**src/rtl/cci_mpf_drain_ctrl.sv**
```systemverilog
// Quiesce controller for the AFU side of the null MPF shim: blocks new TX traffic,
// waits for TX silence, optionally fences writes, then waits for the shim to empty.
module cci_mpf_drain_ctrl #(
  parameter int QUIET_CYCLES   = 8,
  parameter int EMPTY_SETTLE   = 4,
  parameter int TIMEOUT_CYCLES = 65536,
  parameter int ISSUE_WRFENCE  = 1,
  parameter int CYCLE_CNT_W    = 20
) (
  input  logic                   clk,
  input  logic                   reset_n,
  input  logic                   drain_req,
  input  logic                   c0TxValid,
  input  logic                   c1TxValid,
  input  logic                   c0TxAlmFullIn,
  input  logic                   c1TxAlmFullIn,
  input  logic                   c0NotEmpty,
  input  logic                   c1NotEmpty,
  input  logic                   fence_ack,
  output logic                   c0TxAlmFull,
  output logic                   c1TxAlmFull,
  output logic                   fence_req,
  output logic                   drain_busy,
  output logic                   drain_done,
  output logic                   drain_timeout,
  output logic [CYCLE_CNT_W-1:0] drain_cycles
);

  localparam int QW = $clog2(QUIET_CYCLES) + 1;
  localparam int SW = $clog2(EMPTY_SETTLE) + 1;
  localparam int TW = $clog2(TIMEOUT_CYCLES) + 1;

  typedef enum logic [2:0] {
    S_IDLE, S_QUIESCE, S_FENCE, S_WAIT_EMPTY, S_DONE
  } state_t;

  state_t                 r_state;
  state_t                 w_next;
  logic [QW-1:0]          r_quiet_cnt;
  logic [SW-1:0]          r_settle_cnt;
  logic [TW-1:0]          r_tmo_cnt;
  logic                   w_active;
  logic                   w_start;
  logic                   w_tx_quiet;
  logic                   w_empty;
  logic                   w_quiet_hit;
  logic                   w_settle_hit;
  logic                   w_tmo_hit;
  logic                   w_success;
  logic                   w_tmo;

  assign w_active     = (r_state == S_QUIESCE) || (r_state == S_FENCE) ||
                        (r_state == S_WAIT_EMPTY);
  assign w_start      = (r_state == S_IDLE) && drain_req;
  assign w_tx_quiet   = ~c0TxValid & ~c1TxValid;
  assign w_empty      = ~c0NotEmpty & ~c1NotEmpty;
  assign w_quiet_hit  = w_tx_quiet && (r_quiet_cnt == QW'(QUIET_CYCLES - 1));
  assign w_settle_hit = w_empty && (r_settle_cnt == SW'(EMPTY_SETTLE - 1));
  // The current cycle is the TIMEOUT_CYCLES-th active one once the count reaches limit-1.
  assign w_tmo_hit    = (r_tmo_cnt >= TW'(TIMEOUT_CYCLES - 1));

  assign c0TxAlmFull = c0TxAlmFullIn | (r_state != S_IDLE);
  assign c1TxAlmFull = c1TxAlmFullIn | (r_state != S_IDLE);

  always_comb begin
    w_next    = r_state;
    w_success = 1'b0;
    w_tmo     = 1'b0;
    case (r_state)
      S_IDLE: if (drain_req) w_next = S_QUIESCE;
      S_QUIESCE: begin
        if (!drain_req)       w_next = S_IDLE;
        else if (w_quiet_hit) w_next = (ISSUE_WRFENCE != 0) ? S_FENCE : S_WAIT_EMPTY;
        else if (w_tmo_hit) begin
          w_next = S_DONE;
          w_tmo  = 1'b1;
        end
      end
      // The fence handshake is never broken; abort and timeout wait for the ack.
      S_FENCE: begin
        if (fence_ack) begin
          if (!drain_req) w_next = S_IDLE;
          else if (w_tmo_hit) begin
            w_next = S_DONE;
            w_tmo  = 1'b1;
          end else w_next = S_WAIT_EMPTY;
        end
      end
      S_WAIT_EMPTY: begin
        if (!drain_req) w_next = S_IDLE;
        else if (w_settle_hit) begin
          w_next    = S_DONE;
          w_success = 1'b1;
        end else if (w_tmo_hit) begin
          w_next = S_DONE;
          w_tmo  = 1'b1;
        end
      end
      S_DONE: if (!drain_req) w_next = S_IDLE;
      default: w_next = S_IDLE;
    endcase
  end

  always_ff @(posedge clk or negedge reset_n) begin
    if (!reset_n) begin
      r_state       <= S_IDLE;
      r_quiet_cnt   <= '0;
      r_settle_cnt  <= '0;
      r_tmo_cnt     <= '0;
      fence_req     <= 1'b0;
      drain_busy    <= 1'b0;
      drain_done    <= 1'b0;
      drain_timeout <= 1'b0;
      drain_cycles  <= '0;
    end else begin
      r_state      <= w_next;
      r_quiet_cnt  <= (r_state == S_QUIESCE && w_tx_quiet) ? r_quiet_cnt + 1'b1 : '0;
      r_settle_cnt <= (r_state == S_WAIT_EMPTY && w_empty) ? r_settle_cnt + 1'b1 : '0;
      if (r_state == S_IDLE) r_tmo_cnt <= '0;
      else if (w_active && r_tmo_cnt != TW'(TIMEOUT_CYCLES)) r_tmo_cnt <= r_tmo_cnt + 1'b1;
      if (w_start) drain_cycles <= '0;
      else if (w_active && !(&drain_cycles)) drain_cycles <= drain_cycles + 1'b1;
      fence_req  <= (w_next == S_FENCE);
      drain_busy <= (w_next != S_IDLE);
      if (w_next == S_IDLE) drain_done <= 1'b0;
      else if (w_success)   drain_done <= 1'b1;
      if (w_start)    drain_timeout <= 1'b0;
      else if (w_tmo) drain_timeout <= 1'b1;
    end
  end

endmodule

```
**config.mk**
```make
export PLATFORM = sky130hd
export DESIGN_NAME = cci_mpf_drain_ctrl
export DESIGN_NICKNAME = d
export VERILOG_FILES = /design/src/rtl/cci_mpf_drain_ctrl.sv
export SDC_FILE = /design/constraint.sdc
export NUM_CORES = 1
export LEC_CHECK = 0
export ABC_AREA = 1
export BUFFER_PORTS_ARGS = -buffer_cell sky130_fd_sc_hd__buf_4
export CORE_MARGIN = 10
export CORE_UTILIZATION = 50
export CTS_CLUSTER_SIZE = 16
export DETAILED_ROUTE_END_ITERATION = 8
export PLACE_DENSITY = 0.74
export SYNTH_ARGS = -nofsm -noshare
export SYNTH_HDL_FRONTEND = slang
export SYNTH_SLANG_ARGS = --single-unit
```
**constraint.sdc**
```tcl
create_clock -name clk -period 1.7 [get_ports clk]
set_input_delay 0.34 -clock clk [delete_from_list [all_inputs] [get_ports clk]]
set_output_delay 0.34 -clock clk [all_outputs]
set_load 0.005 [all_outputs]
```
==> flow_summary.json <==
{
  "root_buffer": "clkbuf_8",
  "post-route-period-util_pct": 112,
  "netlist_instances": 391,
  "start_util_pct": 51.3,
  "synthSimpleGateAreaFrac_pct": 33.7,
  "route.detailed.drc": 0,
  "p_per_area_mw_per_mm2": 753,
  "fin_nets": 505,
  "nFillCells": 459,
  "synth_cell_types": 33,
  "period_minus_slack_ps": 1910,
  "chipHeight_um": 98.0,
  "clk_latency_ps": 320,
  "rsz0062_at_grt": "yes",
  "synth_compound_area_share_pct": 7.86,
  "track_usage_pct": 16.1,
  "fp.coreArea_mm2": 0.00592,
  "totalNegativeSetupSlack_ps": -1640,
  "antenna_found_initial": 0,
  "synth.area.mux_share_pct": 0,
  "antenna_cells": 0,
  "drive_gt1_share_pct": 36.2,
  "synth_xor_area_share_pct": 5.48,
  "final-hold-violation-count": 0,
  "synth-adder-area-share_pct": 2.88,
  "skew_ps": 17.3,
  "grt_first_pass_wirelength_um": 13200,
  "ant_nets": 0,
  "drtIter0Drc": 177,
  "whs_ps": 32.5,
  "firstDrtPassIters": 5,
  "area_delta_synth_final_pct": 36.7,
  "cts_tree": "done",
  "ctsHtreeMaxLevel": 2,
  "fp-row-count": 28,
  "crit_required_ps": 1920,
  "peakVddDrop_uv": 609,
  "io-pin-count": 36,
  "worst_ep_arrival_time_ps": 2120,
  "cts_hold_buf": 0,
  "drv_cap": 0,
  "reg2reg_depth": 12,
  "clk_pin_slew_worst_paths_ps": 100,
  "syn-cell-area_mm2": 0.00304,
  "endpoint_kind": "flip-flop",
  "layout_setup_ws_ps": -205,
  "worst_slew_pin_slew_ps": 661,
  "regToRegStartpoint": "r_tmo_cnt[9]",
  "status": "finished, violations left",
  "hold_class": "input port to async pin",
  "yosys_warnings": 0,
  "overflow": 0,
  "critPathKind": "flip-flop to flip-flop",
  "wirelength_um": 8270,
  "dr_total_vias": 3026,
  "numCtsBuffers": 5,
  "grt_max_degree": 52,
  "grt_pass1_vias": 2909,
  "setup_viol": 22,
  "synth_top_family_by_area": "simple AND/OR/NAND/NOR gates",
  "synth.avg_cell_area_um2": 7.77,
  "die_w_um": 98.0,
  "dp_hpwl_um": 5800,
  "r2r_slack_ps": -210,
  "worst_setup_path_start_kind": "flip-flop",
  "routedWlPerCell_um": 14.7,
  "max-slew-margin-rel_pct": 55.9,
  "place.gp.congestion": 0.952,
  "cts_sinks": 51,
  "violations": "setup timing",
  "die-area_mm2": 0.00960,
  "clock_path_buffers": 2,
  "port_buffers": 35,
  "synth_nets": 408,
  "synth-seq-area-share_pct": 42.0,
  "p_leak_nw": 2.02,
  "slew_viol_final": 0,
  "worstReg2RegEnd": "drain_done",
  "crit_path_max_fanout": 4,
  "ys_ff_latch": 51,
  "fmax_mhz": 525,
  "viasPerCell": 5.37
}
worst max-delay path by stage:
stage	from	end	slack (ps)
after floorplan	r_tmo_cnt[5]	drain_done	-90
after global placement	r_tmo_cnt[9]	drain_done	-200
after detailed placement	r_tmo_cnt[9]	drain_done	-240
after CTS	r_tmo_cnt[9]	drain_done	-220
after global routing	r_tmo_cnt[4]	drain_done	-370
final	r_tmo_cnt[9]	drain_done	-210
through the flow:
stage	total power [mW]	util (%)	setup WS, ps	instance area, um^2	std cells
after detailed placement	2.07	62.7	-237	3710	543
after floorplan	1.73	-	-88.4	3040	391
after CTS	2.92	66.2	-223	3920	557
after global placement	2.05	62.7	-198	3710	543
final	3.13	70.2	-205	4150	564
after global routing	3.26	70.2	-369	4150	564
kinds of logic after synthesis:
group | count (synthesis)
AO/OA/AOI/OAI | 41
buffers and inverters | 57
adder cells (fa/ha/maj) | 7
AND/OR/NAND/NOR | 216
XOR/XNOR | 19
flip-flops | 51
layout make-up:
cell class	instances	area, um^2	share of cell area [%]
Inverter	50	210	5.06
Multi-Input combinational cell	283	1690	40.8
Sequential cell	51	1280	30.8
Tap cell	75	93.8	2.26
Clock inverter	1	7.51	0.181
Timing Repair Buffer	97	773	18.6
Clock buffer	7	96.3	2.32
timing repair:
item	4_1_cts	5_1_grt
pin swaps	2	17
gates resized for setup	20	56
setup endpoints to repair	23	45
setup buffers	6	7
cell usage after synthesis:
cell type	n	area share, %
buf_12	1	0.66
nor4_1	4	0.82
buf_2	4	0.66
xnor2_1	4	1.2
nand2_1	80	9.9
inv_4	1	0.21
nor3_4	1	0.54
a21oi_1	7	1.2
nor2_2	3	0.62
clkbuf_1	1	0.12
o21ai_0	13	2.1
nand2_2	9	1.9
nor3_1	13	2.1
nor3_2	1	0.33
and3_1	1	0.21
o22ai_1	1	0.21
o31ai_1	10	2.5
ha_1	7	2.9
dfrtp_1	51	42
inv_1	46	5.7
nand4_1	19	3.9
nor2_1	41	5.1
and2_1	1	0.21
and3_2	1	0.25
xor2_1	15	4.3
buf_6	1	0.37
o21ai_1	8	1.3
nand2_4	2	0.74
or2_2	4	0.82
o21ai_2	2	0.58
inv_2	3	0.37
nor2_4	2	0.74
nand3_1	34	5.6
report_power, final:
part | internal (mW) | leakage (nW) | total, mW | switching, mW
logic | 0.441 | 1.27 | 0.980 | 0.539
registers | 1.28 | 0.698 | 1.34 | 0.0572
clock network | 0.371 | 0.0505 | 0.805 | 0.434
cell usage in the layout (no fill, tap or decap), drive strengths merged:
cell type / instances
inv: 49
nor3: 15
o21ai: 23
dfrtp: 51
clkinvlp: 1
nand4: 19
nand2: 91
or2: 4
ha: 7
buf: 97
and3: 2
and2: 1
o31ai: 10
o22ai: 1
clkinv: 1
a21oi: 7
xor2: 15
nor4: 4
xnor2: 4
clkbuf: 7
nor2: 46
nand3: 34
critical path, cell delays in order (launching register included):
cell,delay (ps)
dfrtp_1,360
inv_1,60
nor4_2,300
nand4_1,160
nor3_2,150
ha_2,200
nor2_2,50
nand3_2,80
nor2_1,40
nor2_1,130
nand3_1,110
nor2_2,110
nor2_1,50
flip-flops by register name (all words and copies together) (netlist names):
register       count
r_settle_cnt       3
drain_busy         1
fence_req          1
r_tmo_cnt         17
r_quiet_cnt        4
r_state            3
drain_timeout      1
drain_done         1
drain_cycles      20
routing by layer:
metal / wire, um / share of wire, % / up-vias / track usage, %
met5: 0 / 0 / - / 0
met4: 174 / 2.1 / 0 / 6.38
met3: 621 / 7.5 / 21 / 4.23
met2: 4040 / 49 / 112 / 26.8
met1: 3430 / 41 / 1409 / 19.4
li1: - / - / 1484 / -
No activity file was read; power rests on OpenSTA's default activity.
